==> src/rtl/kv_pkg.sv <==
// Shared encodings for the key/value store command initiator: op codes, status codes,
// store command encodings and the initiator state enum.
package kv_pkg;

    typedef enum logic [1:0] {
        OP_LOOKUP = 2'd0,
        OP_OPEN   = 2'd1,
        OP_CREDIT = 2'd2,
        OP_DEBIT  = 2'd3
    } kv_op_e;

    typedef enum logic [2:0] {
        ST_OK           = 3'd0,
        ST_NOT_FOUND    = 3'd1,
        ST_INSUFFICIENT = 3'd2,
        ST_OVERFLOW     = 3'd3,
        ST_DUPLICATE    = 3'd4,
        ST_BAD_KEY      = 3'd5
    } kv_status_e;

    typedef enum logic [1:0] {
        SIG_SEARCH   = 2'd0,
        SIG_INSERT   = 2'd1,
        SIG_TRANSACT = 2'd2
    } kv_signal_e;

    typedef enum logic [2:0] {
        S_IDLE   = 3'd0,
        S_GAP1   = 3'd1,
        S_LOOKUP = 3'd2,
        S_DECIDE = 3'd3,
        S_GAP2   = 3'd4,
        S_EXEC   = 3'd5,
        S_RESP   = 3'd6
    } kv_state_e;

    // Searching the reserved key is the bus idle pattern; the store answers it with address 0.
    localparam logic [31:0] IDLE_KEY    = 32'd0;
    localparam int          TIMER_WIDTH = 16;

    function automatic logic credit_overflows(input logic [31:0] balance,
                                              input logic [31:0] amount);
        logic [32:0] sum;
        sum = {1'b0, balance} + {1'b0, amount};
        return sum[32];
    endfunction

endpackage

==> src/rtl/kv_hold_timer.sv <==
// Loadable down-counter used to hold the store command bus stable for a fixed number
// of cycles; done_o flags the last cycle of the loaded interval.
module kv_hold_timer #(
    parameter int WIDTH = 16
) (
    input  logic             clock_i,
    input  logic             reset_i,
    input  logic             load_i,
    input  logic [WIDTH-1:0] load_val_i,
    output logic             done_o
);

    logic [WIDTH-1:0] cnt_q, cnt_d;

    always_comb begin
        cnt_d = cnt_q;
        if (load_i) begin
            cnt_d = load_val_i;
        end else if (cnt_q != '0) begin
            cnt_d = cnt_q - 1'b1;
        end
    end

    always_ff @(posedge clock_i) begin
        if (reset_i) begin
            cnt_q <= '0;
        end else begin
            cnt_q <= cnt_d;
        end
    end

    // Loaded on entry to a hold state, so a count of 1 marks that state's final cycle.
    assign done_o = (cnt_q == WIDTH'(1));

endmodule

==> src/rtl/kv_txn_initiator.sv <==
// Command initiator for the cuckoo-hash key/value store: lookup, decide, then execute,
// with a valid/ready request port and a held valid/ready response port.
module kv_txn_initiator
    import kv_pkg::*;
#(
    parameter int SETTLE_CYCLES = 4,
    parameter int GAP_CYCLES    = 1,
    parameter int CNT_WIDTH     = 16
) (
    input  logic                 clock_i,
    input  logic                 reset_i,
    input  logic                 req_valid_i,
    output logic                 req_ready_o,
    input  logic [1:0]           req_op_i,
    input  logic [31:0]          req_key_i,
    input  logic [31:0]          req_amount_i,
    output logic                 rsp_valid_o,
    input  logic                 rsp_ready_i,
    output logic [2:0]           rsp_status_o,
    output logic [31:0]          rsp_value_o,
    output logic [31:0]          rsp_addr_o,
    output logic                 kv_ram_enable_o,
    output logic                 kv_write_enable_o,
    output logic [1:0]           kv_signal_o,
    output logic [31:0]          kv_key_o,
    output logic [31:0]          kv_value_o,
    output logic [31:0]          kv_transact_value_o,
    output logic                 kv_transact_kind_o,
    input  logic [31:0]          kv_value_addr_i,
    input  logic [31:0]          kv_updated_value_i,
    output logic [CNT_WIDTH-1:0] txn_count_o,
    output logic [CNT_WIDTH-1:0] reject_count_o
);

    // state  | meaning
    // IDLE   | waiting for a request, bus idle
    // GAP1   | idle pattern before the lookup
    // LOOKUP | search of the request key held stable
    // DECIDE | classify lookup result, reject or go execute
    // GAP2   | idle pattern before the execute command
    // EXEC   | insert or transact held stable, write enable high
    // RESP   | response held until accepted

    localparam logic [TIMER_WIDTH-1:0] GAP_LD    = TIMER_WIDTH'(GAP_CYCLES);
    localparam logic [TIMER_WIDTH-1:0] SETTLE_LD = TIMER_WIDTH'(SETTLE_CYCLES);

    kv_state_e             state_q, state_d;
    kv_op_e                op_q, op_d;
    logic [31:0]           key_q, key_d;
    logic [31:0]           amt_q, amt_d;
    logic [31:0]           addr_q, addr_d;
    logic [31:0]           bal_q, bal_d;
    kv_status_e            status_q, status_d;
    logic [31:0]           value_q, value_d;
    logic [31:0]           raddr_q, raddr_d;
    logic [CNT_WIDTH-1:0]  txn_q, txn_d;
    logic [CNT_WIDTH-1:0]  rej_q, rej_d;

    logic                   timer_load;
    logic [TIMER_WIDTH-1:0] timer_val;
    logic                   timer_done;

    kv_hold_timer #(
        .WIDTH(TIMER_WIDTH)
    ) u_hold_timer (
        .clock_i    (clock_i),
        .reset_i    (reset_i),
        .load_i     (timer_load),
        .load_val_i (timer_val),
        .done_o     (timer_done)
    );

    always_comb begin
        state_d    = state_q;
        op_d       = op_q;
        key_d      = key_q;
        amt_d      = amt_q;
        addr_d     = addr_q;
        bal_d      = bal_q;
        status_d   = status_q;
        value_d    = value_q;
        raddr_d    = raddr_q;
        txn_d      = txn_q;
        rej_d      = rej_q;
        timer_load = 1'b0;
        timer_val  = SETTLE_LD;

        kv_write_enable_o   = 1'b0;
        kv_signal_o         = SIG_SEARCH;
        kv_key_o            = IDLE_KEY;
        kv_value_o          = 32'd0;
        kv_transact_value_o = 32'd0;
        kv_transact_kind_o  = 1'b0;

        case (state_q)
            S_IDLE: begin
                if (req_valid_i) begin
                    op_d  = kv_op_e'(req_op_i);
                    key_d = req_key_i;
                    amt_d = req_amount_i;
                    if (req_key_i == IDLE_KEY) begin
                        status_d = ST_BAD_KEY;
                        value_d  = 32'd0;
                        raddr_d  = 32'd0;
                        state_d  = S_RESP;
                    end else begin
                        timer_load = 1'b1;
                        timer_val  = GAP_LD;
                        state_d    = S_GAP1;
                    end
                end
            end
            S_GAP1: begin
                if (timer_done) begin
                    timer_load = 1'b1;
                    timer_val  = SETTLE_LD;
                    state_d    = S_LOOKUP;
                end
            end
            S_LOOKUP: begin
                kv_signal_o = SIG_SEARCH;
                kv_key_o    = key_q;
                if (timer_done) begin
                    addr_d  = kv_value_addr_i;
                    bal_d   = kv_updated_value_i;
                    state_d = S_DECIDE;
                end
            end
            S_DECIDE: begin
                value_d = bal_q;
                raddr_d = addr_q;
                state_d = S_RESP;
                case (op_q)
                    OP_LOOKUP: status_d = (addr_q != 32'd0) ? ST_OK : ST_NOT_FOUND;
                    OP_OPEN: begin
                        if (addr_q != 32'd0) begin
                            status_d = ST_DUPLICATE;
                        end else begin
                            state_d = S_GAP2;
                        end
                    end
                    OP_CREDIT: begin
                        if (addr_q == 32'd0) begin
                            status_d = ST_NOT_FOUND;
                        end else if (credit_overflows(bal_q, amt_q)) begin
                            status_d = ST_OVERFLOW;
                        end else begin
                            state_d = S_GAP2;
                        end
                    end
                    default: begin
                        if (addr_q == 32'd0) begin
                            status_d = ST_NOT_FOUND;
                        end else if (amt_q > bal_q) begin
                            status_d = ST_INSUFFICIENT;
                        end else begin
                            state_d = S_GAP2;
                        end
                    end
                endcase
                if (state_d == S_GAP2) begin
                    timer_load = 1'b1;
                    timer_val  = GAP_LD;
                end
            end
            S_GAP2: begin
                if (timer_done) begin
                    timer_load = 1'b1;
                    timer_val  = SETTLE_LD;
                    state_d    = S_EXEC;
                end
            end
            S_EXEC: begin
                kv_write_enable_o = 1'b1;
                kv_key_o          = key_q;
                if (op_q == OP_OPEN) begin
                    kv_signal_o = SIG_INSERT;
                    kv_value_o  = amt_q;
                end else begin
                    kv_signal_o         = SIG_TRANSACT;
                    kv_transact_value_o = amt_q;
                    kv_transact_kind_o  = (op_q == OP_CREDIT);
                end
                // An OPEN only learns its slot address from the insert itself.
                if (timer_done) begin
                    value_d  = kv_updated_value_i;
                    raddr_d  = kv_value_addr_i;
                    status_d = ST_OK;
                    state_d  = S_RESP;
                end
            end
            S_RESP: begin
                if (rsp_ready_i) begin
                    state_d = S_IDLE;
                    if (status_q == ST_OK) begin
                        txn_d = (&txn_q) ? txn_q : txn_q + 1'b1;
                    end else begin
                        rej_d = (&rej_q) ? rej_q : rej_q + 1'b1;
                    end
                end
            end
            default: state_d = S_IDLE;
        endcase
    end

    always_ff @(posedge clock_i) begin
        if (reset_i) begin
            state_q  <= S_IDLE;
            op_q     <= OP_LOOKUP;
            key_q    <= 32'd0;
            amt_q    <= 32'd0;
            addr_q   <= 32'd0;
            bal_q    <= 32'd0;
            status_q <= ST_OK;
            value_q  <= 32'd0;
            raddr_q  <= 32'd0;
            txn_q    <= '0;
            rej_q    <= '0;
        end else begin
            state_q  <= state_d;
            op_q     <= op_d;
            key_q    <= key_d;
            amt_q    <= amt_d;
            addr_q   <= addr_d;
            bal_q    <= bal_d;
            status_q <= status_d;
            value_q  <= value_d;
            raddr_q  <= raddr_d;
            txn_q    <= txn_d;
            rej_q    <= rej_d;
        end
    end

    assign kv_ram_enable_o = ~reset_i;
    assign req_ready_o     = (state_q == S_IDLE);
    assign rsp_valid_o     = (state_q == S_RESP);
    assign rsp_status_o    = status_q;
    assign rsp_value_o     = value_q;
    assign rsp_addr_o      = raddr_q;
    assign txn_count_o     = txn_q;
    assign reject_count_o  = rej_q;

endmodule

==> config.mk <==
export PLATFORM = sky130hd
export DESIGN_NAME = kv_txn_initiator
export DESIGN_NICKNAME = d
export VERILOG_FILES = /design/src/rtl/kv_pkg.sv /design/src/rtl/kv_hold_timer.sv /design/src/rtl/kv_txn_initiator.sv
export SDC_FILE = /design/constraint.sdc
export NUM_CORES = 1
export LEC_CHECK = 0
export CAP_MARGIN = 20
export CORE_MARGIN = 1.5
export CORE_UTILIZATION = 25
export DETAILED_ROUTE_END_ITERATION = 16
export GPL_ROUTABILITY_DRIVEN = 0
export SLEW_MARGIN = 20
export SYNTH_ARGS = -nofsm -noshare
export SYNTH_HDL_FRONTEND = slang
export SYNTH_SLANG_ARGS = --single-unit
export TNS_END_PERCENT = 30
==> constraint.sdc <==
create_clock -name clock_i -period 4.2 [get_ports clock_i]
set_input_delay 0.63 -clock clock_i [delete_from_list [all_inputs] [get_ports clock_i]]
set_output_delay 0.63 -clock clock_i [all_outputs]
set_load 0.03 [all_outputs]
==> results.json <==
{
  "wl_um": 43100,
  "dp_hpwl_um": 31300,
  "num-nets-final": 2034,
  "cts.sinks": 248,
  "syn_area_mm2": 0.0123,
  "first_global_vias": 11600,
  "synth_edf_count": 0,
  "critPathKind": "reg -> out",
  "ff2ff_path_depth": 10,
  "fin_crit_sh": 0.938,
  "coreArea_mm2": 0.0487,
  "synth_seq_area_share": 0.403,
  "r2r_slack_ps": 1090,
  "tns_ps": 0,
  "fillers": 5057,
  "grt_pass1_wl_um": 65500,
  "setup_ws_ps": 262,
  "vias": 11900,
  "cts-root-buf": "clkbuf_16",
  "route.met2.wl_um": 20100,
  "min_from": "key_q[4]$_SDFFE_PP0P_",
  "max_stage_delay_ps": 680,
  "min_path_cells": 2,
  "synth-seq-cells": 248,
  "clock_path_buffers": 3,
  "rsz0062_at_grt": "false",
  "port_buffers": 335,
  "required_ps": 3570,
  "rows": 81,
  "placed_area_mm2": 0.0163,
  "wl_met1_um": 18700,
  "yosys_warnings": 0,
  "critPathMaxFanout": 21,
  "power.leakage_nw": 6.01,
  "die_w_um": 225,
  "synth_nets": 1744,
  "maxSlewViolCount": 0,
  "antenna_left": 0,
  "r2r-start": "bal_q[14]$_SDFFE_PP0P_",
  "setup_viol": 0,
  "min_to": "key_q[4]$_SDFFE_PP0P_",
  "postCtsResizedCells": 0,
  "synth_flop_cell": "dfxtp_1",
  "synth.distinct_cells": 66,
  "drcViolationCount": 0,
  "tightest_slew_ps": 1020,
  "clk_latency_ps": 570,
  "cts_hold_buf": 0,
  "outcome": "completed",
  "cts_buffers": 30,
  "crit_chain": "and2b_1, nand2_1, nor2_2, buf_4, and2_1, clkdlybuf4s50_1",
  "fmax_mhz": 254,
  "crit_path_start_kind": "flop",
  "wire_per_inst_um": 17.1,
  "grt_use_total": 0.165,
  "avgSynthCellArea_um2": 8.01,
  "fin_skew_ps": 8.95,
  "antenna_found_initial": 4,
  "critPathCaptureType": "output port",
  "p_per_area_mw_per_mm2": 475,
  "drtPass1Iterations": 5,
  "slowest_stage": "clkdlybuf4s50_1",
  "drive_gt1_frac": 0.0578,
  "cts_tree": "yes",
  "worst_ep_arrival_time_ps": 3310,
  "r2r-end": "u_hold_timer.cnt_q[3]$_SDFFE_PP0P_",
  "fin_crit_ps": 3940,
  "start_util": 0.253,
  "die_area_mm2": 0.0506,
  "syn_inst": 1537,
  "htree_levels": 1,
  "met3_length_um": 2940,
  "hold_path.class": "reg -> reg",
  "ir_drop_mv": 0.324,
  "maxCapViolCount": 0,
  "finalPower_mw": 8.25,
  "initialDrtViolationCount": 609,
  "path_clk_slew_ps": 60,
  "top_layer": "met5",
  "postSynth.asyncResetShare": 0,
  "io_pins": 336,
  "area_delta_synth_final_pct": 40.9,
  "routed_via_density": 4.71,
  "grt_max_degree": 107,
  "globalRouteOverflowTotal": 0,
  "finalHoldViolations": 0,
  "maxSlewHeadroom": 0.317,
  "hold_slack_ps": 452,
  "dp_slack_ps": 845,
  "stdcell_area_mm2": 0.0174,
  "cts_setup_buffers": 0,
  "die_h_um": 225
}
[stage by stage]
step	utilization	std cells
6_report	0.356	2517
5_1_grt	0.356	2516
4_1_cts	0.356	2514
3_5_place_dp	0.335	2459
3_3_place_gp	0.335	2459
2_1_floorplan	-	1537
[cell families after synthesis]
| logic type | after synthesis | synth area share |
|---|---|---|
| buffers and inverters | 145 | 0.0483 |
| muxes | 7 | 0.00589 |
| xor gates and xnor gates | 35 | 0.0249 |
| AOI/OAI and AO/OA | 346 | 0.179 |
| adders and majority gates | 73 | 0.0742 |
| and+or+nand+nor | 683 | 0.264 |
| DFF | 248 | 0.403 |
[how the worst max path moves through the flow]
stage / slack, ps / cells past startpoint / startpoint / endpoint
2_1_floorplan: 1640 / 6 / state_q[0]$_SDFFE_PP0P_ / kv_transact_value_o[22]
3_3_place_gp: 980 / 8 / req_key_i[8] / u_hold_timer.cnt_q[14]$_SDFFE_PP0P_
3_5_place_dp: 840 / 6 / state_q[0]$_SDFFE_PP0P_ / kv_transact_value_o[8]
4_1_cts: 210 / 6 / state_q[0]$_SDFFE_PP0P_ / kv_transact_value_o[8]
5_1_grt: 30 / 6 / state_q[0]$_SDFFE_PP0P_ / kv_transact_value_o[8]
6_report: 260 / 6 / state_q[1]$_SDFFE_PP0P_ / kv_transact_value_o[8]
[final cells by class]
class	instances	area [um2]	share of cell area
antenna	3	7.51	0.000433
clock buffer	33	803	0.0463
clock inverter	22	216	0.0125
inverter	46	173	0.00995
multi-input combinational	1144	6800	0.392
sequential	248	4960	0.286
tap	664	831	0.0479
timing repair buffer	357	3560	0.205
[state kept, by name, summed over array words and instances, names as in the netlist]
signal              flops
txn_count_o            16
rsp_addr_o             32
amt_q                  32
state_q                 3
bal_q                  32
addr_q                 32
op_q                    2
rsp_status_o            3
rsp_value_o            32
u_hold_timer.cnt_q     16
key_q                  32
reject_count_o         16
[Yosys cell counts (5+ instances only)]
| library cell | n | share of area |
|---|---|---|
| or3_1 | 11 | 0.0056 |
| or2_2 | 6 | 0.0030 |
| nand3_1 | 21 | 0.0085 |
| o21ai_0 | 19 | 0.0077 |
| nand4_1 | 17 | 0.0086 |
| o211ai_1 | 5 | 0.0030 |
| buf_2 | 25 | 0.010 |
| a211oi_1 | 68 | 0.041 |
| xor2_1 | 21 | 0.015 |
| and3_1 | 6 | 0.0030 |
| inv_1 | 46 | 0.014 |
| a21oi_1 | 161 | 0.065 |
| and4_1 | 8 | 0.0057 |
| nand2_1 | 299 | 0.091 |
| nor2b_1 | 43 | 0.022 |
| nor3_1 | 23 | 0.0093 |
| and2_1 | 64 | 0.033 |
| ha_1 | 73 | 0.074 |
| xnor2_1 | 14 | 0.010 |
| nor4_1 | 36 | 0.018 |
| nand2b_1 | 6 | 0.0030 |
| clkbuf_1 | 69 | 0.021 |
| mux2i_1 | 5 | 0.0041 |
| dfxtp_1 | 248 | 0.40 |
| nor2_1 | 120 | 0.037 |
| a22oi_1 | 64 | 0.039 |
| a21o_1 | 6 | 0.0037 |
[per-layer routing]
layer | vias to the layer above | global-route usage
met2 | 323 | 0.276
met5 | - | 0
met4 | 2 | 0.0554
li1 | 5909 | -
met3 | 78 | 0.0465
met1 | 5548 | 0.201
[power by group]
part | leakage (nW) | internal, mW | switching, mW | total, mW
sequential | 2.01 | 2.65 | 0.278 | 2.92
combinational | 3.50 | 1.03 | 1.63 | 2.66
clock | 0.497 | 1.57 | 1.10 | 2.67
[worst max-delay path: cells and delay by family, from the launching register on]
kind / cells / cell delay (ps)
buf+inv: 2 / 1040
flops: 1 / 460
simple gates: 4 / 1230
[cell usage in the layout (no fill, tap or decap), types with 6 or more instances in the layout]
cell type / synthesis / layout
a211oi_1: 68 / 68
a21o_1: 6 / 6
a21oi_1: 161 / 160
a22oi_1: 64 / 64
and2_1: 64 / 64
and3_1: 6 / 6
and4_1: 8 / 8
buf_4: 1 / 19
clkbuf_16: 0 / 31
clkdlybuf4s50_1: 0 / 334
clkinv_2: 0 / 9
dfxtp_1: 248 / 248
ha_1: 73 / 73
inv_1: 46 / 45
nand2_1: 299 / 298
nand2b_1: 6 / 6
nand3_1: 21 / 21
nand4_1: 17 / 17
nor2_1: 120 / 118
nor2b_1: 43 / 43
nor3_1: 23 / 22
nor4_1: 36 / 36
o21ai_0: 19 / 19
or2_2: 6 / 6
or3_1: 11 / 10
xnor2_1: 14 / 14
xor2_1: 21 / 21
No activity file was read; power rests on OpenSTA's default activity.
==> edit (config.mk and constraints unchanged) <==
Set the parameter `CNT_WIDTH` to 32 (it was 16).
--- a/src/rtl/kv_txn_initiator.sv
+++ b/src/rtl/kv_txn_initiator.sv
@@ -6,5 +6,5 @@
     parameter int SETTLE_CYCLES = 4,
     parameter int GAP_CYCLES    = 1,
-    parameter int CNT_WIDTH     = 16
+    parameter int CNT_WIDTH     = 32
 ) (
     input  logic                 clock_i,
Ports: changed (resized reject_count_o and txn_count_o); port bits go from 336 to 368. The function was not compared with the original's and may differ.
==> edit against the original RTL <==
- cell area up 11%
- count of clock-buffer cells in the layout up 17
- sequential cell count up 32
- power up 5.2%
- setup slack better by 0.29 ns
- register-to-register slack better by 0.02 ns
- area after synthesis up 11%
- utilization about the same
- routed wire length up 9.0%
- largest cell class unchanged
==> edit: results (changes against the original RTL) <==
yosys:
  mappedNetlistNets: 1920  # was 1,744
  syn-mean-instance-area_um2: 7.96  # was 8.01 µm²
  synth_cell_types: 58  # was 66
  yosys-top-cells-area: "dfxtp_1, nand2_1, ha_1"  # unchanged
cells_and_area:
  n_multi_input_combinational_cell: 1271  # was 1,144
  area_share_nonclk_buffers: 0.200  # was 0.205
  clock_network_share_of_area: 0.0647  # was 0.0588
  final_cell_count_no_fill: 2754  # was 2,517
  layout.cell_area.non_filler_mm2: 0.0192  # was 0.0174 mm²
  drive_above_1_share: 0.0457  # was 0.0578
route:
  met2_wirelength_um: 22200  # was 20,100 µm
  routed-via-count: 13100  # was 11,900
  route.layer.met1.wl_um: 19800  # was 18,700 µm
  routed_wl_um: 47000  # was 43,100 µm
setup_path:
  crit_path_end: "kv_transact_value_o[11]"  # was kv_transact_value_o[8]
  timing.critical_path.max_delay_family: "buffers and inverters"  # was simple AND/OR/NAND/NOR gates
  worst_ep_arrival_time_ns: 3.02  # was 3.31 ns
  setup.reg_to_reg.worst_slack_ns: 1.11  # was 1.09 ns
  reg2reg_depth: 9  # was 10
  critical_path.reg2reg.startpoint: "bal_q[30]"  # was bal_q[14]
power:
  power_clock_mw: 3.23  # was 2.67 mW
  vdd_ir_drop_max_mv: 0.322  # was 0.324 mV
  leakage_power_of_the_design_nw: 6.71  # was 6.01 nW
  power_sequential_mw: 3.19  # was 2.92 mW
  sw_frac_of_total: 0.332  # was 0.365
run_status:
  outcome: "finished, final reports clean"  # unchanged
global_route:
  m2_gr_usage: 0.277  # was 0.276
  grt_util_met3: 0.0523  # was 0.0465
  grt_usage: 0.163  # was 0.165
  grt_start_max_net_pins: 88  # was 107
clocking:
  clkLatencyLatePin_ns: 0.55  # was 0.57 ns
  cts_buf_count: 36  # was 30
sta:
  layout_worst_path_cycle_share: 0.868  # was 0.938
  hold_ws_ns: 0.448  # was 0.452 ns
placement:
  post-place-cells: 2689  # was 2,459
==> edit: cell types whose count changed in the layout (fill, tap and decap cells not counted), moves of 11 or more <==
cell / before / now
nand2_1: 298 / 317
nand4_1: 17 / 34
xor2_1: 21 / 48
clkdlybuf4s50_1: 334 / 366
inv_1: 45 / 56
dfxtp_1: 248 / 280
a21oi_1: 160 / 177
nor2_1: 118 / 151
nand3_1: 21 / 35
==> edit: kinds of logic after synthesis <==
| logic type | synth area share |
|---|---|
| DFF | 0.411 |
| AOI/OAI and AO/OA | 0.160 |
| and+or+nand+nor | 0.269 |
| muxes | 0.00450 |
| adders and majority gates | 0.0670 |
| buffers and inverters | 0.0465 |
| xor gates and xnor gates | 0.0417 |
